$ cat src/rtl/nrf2401_pkg.sv
// Shared definitions for the nRF2401 3-wire controller: register map,
// CTRL/STATUS bit positions and the serial sequencer states.
package nrf2401_pkg;

  localparam logic [1:0] ADDR_TXDATA = 2'd0;
  localparam logic [1:0] ADDR_RXDATA = 2'd1;
  localparam logic [1:0] ADDR_CTRL   = 2'd2;
  localparam logic [1:0] ADDR_STATUS = 2'd3;

  localparam int CTRL_CE  = 0;
  localparam int CTRL_CS  = 1;
  localparam int CTRL_RX  = 2;

  localparam int STAT_BUSY = 0;
  localparam int STAT_DONE = 1;
  localparam int STAT_DR1  = 2;

  typedef enum logic [1:0] {
    S_IDLE = 2'd0,
    S_LOW  = 2'd1,
    S_HIGH = 2'd2
  } state_e;

endpackage

$ cat src/rtl/nrf2401_clk_div.sv
// Phase timer for CLK1: one-cycle tick every CLK_DIV cycles while enabled,
// held at zero while disabled so every transfer starts on a fresh phase.
module nrf2401_clk_div #(
  parameter int CLK_DIV = 25
) (
  input  logic clk,
  input  logic reset,
  input  logic en,
  output logic tick
);

  logic [7:0] cnt_q;

  assign tick = en && (cnt_q == 8'(CLK_DIV - 1));

  always_ff @(posedge clk) begin
    if (reset || !en) cnt_q <= '0;
    else if (tick)    cnt_q <= '0;
    else              cnt_q <= cnt_q + 8'd1;
  end

endmodule

$ cat src/rtl/nrf2401_spi_ctrl.sv
// Avalon-MM slave that shifts one byte at a time over the nRF2401 3-wire
// interface (MSB first) and exposes CE/CS and busy/done/DR1 as registers.
module nrf2401_spi_ctrl
  import nrf2401_pkg::*;
#(
  parameter int CLK_DIV = 25
) (
  input  logic       clk,
  input  logic       reset,
  input  logic [1:0] address,
  input  logic       chipselect,
  input  logic       write_n,
  input  logic [7:0] writedata,
  output logic [7:0] readdata,
  output logic       nrf_ce,
  output logic       nrf_cs,
  output logic       nrf_clk1,
  output logic       nrf_data_out,
  output logic       nrf_data_oe,
  input  logic       nrf_data_in,
  input  logic       nrf_dr1
);

  state_e     state_q, state_d;
  logic [7:0] txdata_q, rxdata_q, shreg_q;
  logic [2:0] ctrl_q;
  logic [2:0] bit_cnt_q;
  logic       done_q, rx_lat_q;
  logic [1:0] din_pipe, dr1_pipe;
  logic       tick, busy, wr, start, shift_en, fin;
  logic [7:0] shifted;

  assign wr       = chipselect & ~write_n;
  assign busy     = (state_q != S_IDLE);
  assign start    = wr && (address == ADDR_TXDATA) && !busy;
  assign shift_en = (state_q == S_HIGH) && tick;
  assign shifted  = {shreg_q[6:0], din_pipe[1]};

  nrf2401_clk_div #(.CLK_DIV(CLK_DIV)) u_div (
    .clk   (clk),
    .reset (reset),
    .en    (busy),
    .tick  (tick)
  );

  always_ff @(posedge clk) begin
    if (reset) state_q <= S_IDLE;
    else       state_q <= state_d;
  end

  always_comb begin
    state_d = state_q;
    fin     = 1'b0;
    unique case (state_q)
      S_IDLE: if (start) state_d = S_LOW;
      S_LOW:  if (tick)  state_d = S_HIGH;
      S_HIGH: if (tick) begin
        if (bit_cnt_q == 3'd0) begin
          state_d = S_IDLE;
          fin     = 1'b1;
        end else begin
          state_d = S_LOW;
        end
      end
      default: state_d = S_IDLE;
    endcase
  end

  always_ff @(posedge clk) begin
    if (reset) begin
      txdata_q  <= '0;
      rxdata_q  <= '0;
      shreg_q   <= '0;
      ctrl_q    <= '0;
      bit_cnt_q <= '0;
      done_q    <= 1'b0;
      rx_lat_q  <= 1'b0;
      din_pipe  <= '0;
      dr1_pipe  <= '0;
    end else begin
      din_pipe <= {din_pipe[0], nrf_data_in};
      dr1_pipe <= {dr1_pipe[0], nrf_dr1};

      if (start) begin
        txdata_q  <= writedata;
        shreg_q   <= writedata;
        bit_cnt_q <= 3'd7;
        rx_lat_q  <= ctrl_q[CTRL_RX];
      end else if (shift_en) begin
        shreg_q <= shifted;
        if (bit_cnt_q != 3'd0) bit_cnt_q <= bit_cnt_q - 3'd1;
      end

      if (fin) rxdata_q <= shifted;

      if (wr && (address == ADDR_CTRL)) ctrl_q <= writedata[2:0];

      // Completion beats a concurrent STATUS write so no done event is lost.
      if (fin)                                done_q <= 1'b1;
      else if (wr && (address == ADDR_STATUS)) done_q <= 1'b0;
    end
  end

  assign nrf_ce       = ctrl_q[CTRL_CE];
  assign nrf_cs       = ctrl_q[CTRL_CS];
  assign nrf_clk1     = (state_q == S_HIGH);
  assign nrf_data_out = busy & shreg_q[7];
  // Pad is released while idle; direction follows the mode latched at start.
  assign nrf_data_oe  = busy & ~rx_lat_q;

  always_comb begin
    readdata = '0;
    case (address)
      ADDR_TXDATA: readdata = txdata_q;
      ADDR_RXDATA: readdata = rxdata_q;
      ADDR_CTRL:   readdata = {5'b0, ctrl_q};
      ADDR_STATUS: readdata = {5'b0, dr1_pipe[1], done_q, busy};
      default:     readdata = '0;
    endcase
  end

endmodule
$ cat config.mk
export PLATFORM = sky130hd
export DESIGN_NAME = nrf2401_spi_ctrl
export DESIGN_NICKNAME = d
export VERILOG_FILES = /design/src/rtl/nrf2401_pkg.sv /design/src/rtl/nrf2401_clk_div.sv /design/src/rtl/nrf2401_spi_ctrl.sv
export SDC_FILE = /design/constraint.sdc
export NUM_CORES = 1
export LEC_CHECK = 0
export ABC_CLOCK_PERIOD_IN_PS = 2990
export CAP_MARGIN = 20
export CORE_ASPECT_RATIO = 0.75
export CORE_MARGIN = 3
export CORE_UTILIZATION = 53
export CTS_CLUSTER_DIAMETER = 60
export DETAILED_ROUTE_END_ITERATION = 10
export GPL_TIMING_DRIVEN = 0
export PLACE_DENSITY = 0.83
export SYNTH_ARGS = -nofsm -noshare
export SYNTH_HDL_FRONTEND = slang
export SYNTH_SLANG_ARGS = --single-unit
$ cat constraint.sdc
create_clock -name clk -period 2.99 [get_ports clk]
set_clock_uncertainty 0.1 [all_clocks]
set_input_delay 0.598 -clock clk [delete_from_list [all_inputs] [get_ports clk]]
set_output_delay 0.598 -clock clk [all_outputs]
set_load 0.05 [all_outputs]
==> results of run 1 <==
[logic make-up after synthesis]
logic type                 after synthesis
adders and majority gates                4
DFF                                     46
muxes                                   19
xor gates and xnor gates                 6
buffers and inverters                   19
and+or+nand+nor                        104
AOI/OAI and AO/OA                       26
[worst paths after layout]
path	cells past startpoint	start	to	slack (ns)
setup / recovery	4	address[1]	readdata[3]	0.08
hold / removal	1	din_pipe[0]	din_pipe[1]	0.35
hold reg to reg	1	din_pipe[0]	din_pipe[1]	0.35
setup reg to reg	4	u_div.cnt_q[5]	shreg_q[6]	1.00
[per-stage QoR]
stage	setup WS [ns]	power [mW]	utilization (%)	instances	cell area [µm²]
global placement	-0.454	0.742	68.4	302	2390
global route	0.00362	1.17	71.0	309	2480
finish	0.0836	1.13	71.0	309	2480
floorplan	0.545	0.700	-	224	2050
CTS	-0.0569	1.13	71.0	309	2480
detailed placement	-0.436	0.744	68.4	302	2390
[critical path, stage by stage]
cell and delay (ns):
clkdlybuf4s50_1 0.44, clkbuf_4 0.23, nor2_1 0.13, clkdlybuf4s50_1 0.81
[layout make-up]
class                   instances  area (µm²)  share of cell area (%)
multi-input cells             159        1050                    42.4
clock inverters                 3        25.0                    1.01
plain buffers                  11        47.5                    1.92
well taps                      50        62.6                    2.52
inverters                       7        26.3                    1.06
repair buffers                 28         278                    11.2
flip-flops and latches         46         921                    37.2
clock buffers                   5        68.8                    2.78
[what timing repair did]
item,4_1_cts,5_1_grt
pin swaps,0,0
endpoints found under the hold margin,0,0
endpoints found under the setup margin,8,7
gates resized for setup,8,4
[layout by cell type (no fill, tap or decap), types with 3 or more instances in the layout]
cell type / instances
dfxtp_1: 46
nor2_1: 45
clkdlybuf4s50_1: 24
nand2_1: 18
mux2i_1: 16
a21oi_1: 13
nor3_1: 9
clkbuf_1: 7
inv_1: 6
nor2b_1: 6
nand3_1: 6
xor2_1: 5
clkbuf_8: 5
ha_1: 4
mux4_2: 3
o21ai_0: 3
and3_1: 3
a2111oi_2: 3
a2111oi_0: 3
[routing by layer]
metal / global-route usage (%) / vias to the layer above
li1: - / 844
met1: 30.0 / 791
met2: 32.1 / 55
met3: 6.63 / 8
met4: 9.14 / 0
met5: 0 / -
[registers in the layout (all words and copies together) (netlist names)]
register and cells:
state_q 2, rxdata_q 8, done_q 1, u_div.cnt_q 8, din_pipe 2, shreg_q 8, bit_cnt_q 3, ctrl_q 3
txdata_q 8, dr1_pipe 2, rx_lat_q 1
[where the power goes]
| part | internal (mW) | leakage, nW | switching (mW) | total [mW] |
|---|---|---|---|---|
| combinational | 0.0431 | 0.496 | 0.0545 | 0.0976 |
| sequential | 0.624 | 0.373 | 0.00757 | 0.632 |
| clock | 0.169 | 0.0447 | 0.230 | 0.399 |
==> flow_summary.json, run 1 <==
{
  "status": "complete, no violations",
  "grt_pass1_wl_um": 7820,
  "relSlewSlack_pct": 37.6,
  "tightest_slew_ns": 0.923,
  "postSynth.asyncResetShare_pct": 0,
  "syn_to_final_growth_pct": 21.2,
  "fmax_mhz": 344,
  "synth-simple-area-share_pct": 26.1,
  "drc": 0,
  "post_drt_wl_per_cell_um": 14.8,
  "die_area_um2": 4650,
  "synth_edf_count": 0,
  "synth_compound_area_share_pct": 9.05,
  "postRouteAntennaNets": 0,
  "die_x_um": 77.7,
  "grt_setup_unrepaired": "false",
  "maxUsedRoutingLayer": "met4",
  "hold_violations": 0,
  "vias": 1698,
  "rows": 18,
  "synth_cell_type_count": 40,
  "holdWs_ns": 0.351,
  "grt_max_degree": 17,
  "cts_tree": "built",
  "synth_top_area_share_pct": 45.0,
  "holdCritPathClass": "flip-flop to flip-flop",
  "cts-root-buf": "clkbuf_8",
  "crit_arrival_ns": 2.21,
  "seq_area_frac_synth_pct": 45.0,
  "synth_cells": 224,
  "finalCritPeriodShare_pct": 97.2,
  "cts_hold_buf": 0,
  "synthAdderAreaFrac_pct": 2.45,
  "synth_xor_xnor_area_share_pct": 2.57,
  "clockBufferDepth": 2,
  "ys.flop_type": "dfxtp_1",
  "yosysWarnings": 0,
  "power.density_nw_per_um2": 455,
  "dp_hpwl_um": 3240,
  "cp-end-kind": "primary output",
  "cts.sinks": 46,
  "drive_gt1_share_pct": 10.0,
  "synth_top_family_by_area": "simple AND/OR/NAND/NOR gates",
  "numCtsBuffers": 5,
  "worstSetupPathType": "input pin to primary output",
  "route.met3.wl_um": 338,
  "post-cts-setup-buffers": 0,
  "report.final.slew_viol_count": 0,
  "coreArea_um2": 3490,
  "port_buffers": 28,
  "initial_core_util_pct": 58.6,
  "fillers": 272,
  "antenna-diode-count": 0,
  "path_clk_slew_ns": 0.09,
  "antenna_found_initial": 0,
  "ys_ff_latch": 46,
  "synthMuxAreaShare_pct": 11.1,
  "firstDrtPassIters": 4,
  "synth_area_um2": 2050,
  "pin_count": 29,
  "critPathLaunchType": "input pin",
  "peakVddDrop_v": 0.000307,
  "syn_nets": 244,
  "synth_top_area_cell": "dfxtp_1",
  "die_h_um": 59.8,
  "syn_avg_cell_area_um2": 9.13,
  "crit_required_ns": 2.29,
  "track_usage_pct": 21.8,
  "tns_ns": 0,
  "grt_overflow": 0,
  "wl_met1_um": 2290,
  "gp_congestion": 0.801,
  "synth_common_cells": "dfxtp_1 (46), nor2_1 (45), nand2_1 (18), mux2i_1 (16), a21oi_1 (13)",
  "drv_cap": 0,
  "synth_area_leaders": "dfxtp_1 (45%), nor2_1 (8.3%), mux2i_1 (7.8%), nand2_1 (3.3%), mux4_2 (3.3%)",
  "grt_pass1_vias": 1634,
  "drt-total-wl_um": 4580,
  "setup_viol": 0,
  "viasPerCell": 5.50,
  "final_nets": 278,
  "yosysMostFrequentCell": "dfxtp_1",
  "drt_iter0_drc": 143,
  "cts_max_level": 2,
  "met2WireLength_um": 1890,
  "cp_max_fo": 10,
  "fin_crit_ns": 2.91,
  "leakagePower_nw": 0.913,
  "clock_latency_ns": 0.31
}
Note: power is estimated with default switching activity, not from simulation.
==> run 2: changes to the inputs <==
--- a/config.mk
+++ b/config.mk
@@ -5,7 +5,7 @@
 export SDC_FILE = /design/constraint.sdc
 export NUM_CORES = 1
 export LEC_CHECK = 0
-export ABC_CLOCK_PERIOD_IN_PS = 2990
+export ABC_CLOCK_PERIOD_IN_PS = 3400
 export CAP_MARGIN = 20
 export CORE_ASPECT_RATIO = 0.75
 export CORE_MARGIN = 3
==> constraint.sdc (replaced) <==
create_clock -name clk -period 3.4 [get_ports clk]
set_clock_uncertainty 0.1 [all_clocks]
set_input_delay 0.68 -clock clk [delete_from_list [all_inputs] [get_ports clk]]
set_output_delay 0.68 -clock clk [all_outputs]
set_load 0.05 [all_outputs]
==> run 2 against run 1 <==
- worst setup slack better by 0.10 ns
- sequential share of layout area hardly changed
- non-clock buffer count stayed put
- core utilization hardly changed
- hold slack hardly changed
- critical endpoint is now readdata[2]
==> flow_summary.json, run 2 (synthesis gave the netlist of run 1 again) <==
{
  "tightest_slew_ns": 0.929,
  "hold_violations": 0,
  "power.density_nw_per_um2": 401,
  "post_drt_wl_per_cell_um": 14.9,
  "final_nets": 278,
  "vias": 1697,
  "min_from": "din_pipe[0]",
  "cp-end-kind": "primary output",
  "antenna-diode-count": 0,
  "dp_hpwl_um": 3240,
  "status": "complete, no violations",
  "grt_max_degree": 17,
  "rows": 18,
  "track_usage_pct": 21.8,
  "min_to": "din_pipe[1]",
  "grt_pass1_vias": 1634,
  "clock_latency_ns": 0.31,
  "numCtsBuffers": 5,
  "die_h_um": 59.8,
  "worst-path-buf-inv": 3,
  "die_area_um2": 4650,
  "pin_count": 29,
  "cts.sinks": 46,
  "cp_max_fo": 10,
  "cts_tree": "built",
  "crit_chain": "clkdlybuf4s50_1 > buf_2 > mux4_2 > dlygate4sd2_1",
  "coreArea_um2": 3490,
  "timing.rr.end": "shreg_q[6]",
  "path_clk_slew_ns": 0.09,
  "clockBufferDepth": 2,
  "leakagePower_nw": 0.933,
  "antenna_found_initial": 0,
  "path_delay_family": "buffers and inverters",
  "dp_slack_ns": -0.190,
  "finalCritPeriodShare_pct": 94.6,
  "drt-total-wl_um": 4610,
  "cts_max_level": 2,
  "ff2ff_setup_slack_ns": 1.41,
  "final_common_cell": "dfxtp_1",
  "viasPerCell": 5.49,
  "report.final.slew_viol_count": 0,
  "reg2reg_from": "u_div.cnt_q[5]",
  "cts-root-buf": "clkbuf_8",
  "crit_arrival_ns": 2.44,
  "gp_congestion": 0.801,
  "setup_viol": 0,
  "peakVddDrop_v": 0.000271,
  "critPathLaunchType": "input pin",
  "drc": 0,
  "fin_crit_ns": 3.22,
  "r2r_cells": 4,
  "holdCritPathClass": "flip-flop to flip-flop",
  "postRouteAntennaNets": 0,
  "worstSetupPathType": "input pin to primary output",
  "instances_no_fill": 309,
  "holdWs_ns": 0.351,
  "min_path_cells": 1,
  "drive_gt1_share_pct": 8.88,
  "drv_cap": 0,
  "firstDrtPassIters": 4,
  "grt_setup_unrepaired": "false",
  "cts_hold_buf": 0,
  "crit_required_ns": 2.62,
  "slowest_stage": "mux4_2",
  "slowest_delay_ns": 0.54,
  "drt_iter0_drc": 150,
  "fmax_mhz": 311,
  "grt_pass1_wl_um": 7820,
  "syn_to_final_growth_pct": 21.1,
  "post-cts-setup-buffers": 0,
  "initial_core_util_pct": 58.6,
  "relSlewSlack_pct": 37.2,
  "die_x_um": 77.7,
  "dp.cells": 302,
  "setup_ws_ns": 0.183,
  "tns_ns": 0,
  "grt_overflow": 0,
  "port_buffers": 28,
  "final_cell_mix": "dfxtp_1 (46), nor2_1 (45), clkdlybuf4s50_1 (24)"
}
## run 2: cell types whose count changed in the layout (fill, tap and decap cells not counted), sizes merged
| cell | previous run | this run |
|---|---|---|
| dlymetal6s2s | 0 | 1 |
| dlygate4sd2 | 0 | 3 |
| clkbuf | 14 | 12 |
| clkdlybuf4s15 | 3 | 0 |
| buf | 3 | 4 |
## run 2: per-stage QoR
stage	area [µm²]	util, %	total power, mW
final	2480	71.0	0.992
after global routing	2480	71.0	1.03
after CTS	2470	70.9	0.998
after detailed placement	2390	68.4	0.654
after global placement	2390	68.4	0.653
after floorplan	2050	-	0.615
## run 2: area by class of cell
type,instances,area [µm²]
repair buffers,28,279
well taps,50,62.6
plain buffers,11,45.0
clock buffers,5,68.8
clock inverters,3,25.0
fillers,275,1010
flip-flops and latches,46,921
multi-input cells,159,1050
inverters,7,26.3
## run 2: what timing repair did
action / 4_1_cts / 5_1_grt
resized for setup: 3 / 1
cloned: 0 / 0
hold endpoints to repair: 0 / 0
setup endpoints to repair: 8 / 5
pin swaps: 0 / 0
## run 2: routing by layer
metal  vias up  GRT usage (%)  routed length [µm]
met5         -              0                   0
met4         0           9.14                  68
met3         8           6.63                 319
met2        54           32.1                1900
met1       792           30.0                2320
li1        843              -                   -
## run 2: worst reg2reg max path, delay by kind of cell (launching register included)
family,cells,cell delay [ns]
AOI/OAI and AO/OA,1,0.29
DFF,1,0.37
and+or+nand+nor,3,1.14
## run 2: worst max path at each step
| stage | startpoint | to | slack, ns | depth (start not counted) |
|---|---|---|---|---|
| 5_1_grt | address[1] | readdata[2] | 0.13 | 4 |
| 3_5_place_dp | address[0] | readdata[2] | -0.19 | 4 |
| 2_1_floorplan | address[0] | readdata[3] | 0.79 | 3 |
| 3_3_place_gp | address[0] | readdata[2] | -0.21 | 4 |
| 6_report | address[1] | readdata[2] | 0.18 | 4 |
| 4_1_cts | address[0] | readdata[3] | 0.03 | 4 |
## run 2: where the power goes
| part | internal [mW] | total, mW | leakage (nW) | switching (mW) |
|---|---|---|---|---|
| clock network | 0.149 | 0.351 | 0.0447 | 0.202 |
| registers | 0.549 | 0.556 | 0.373 | 0.00669 |
| logic | 0.0377 | 0.0859 | 0.516 | 0.0482 |
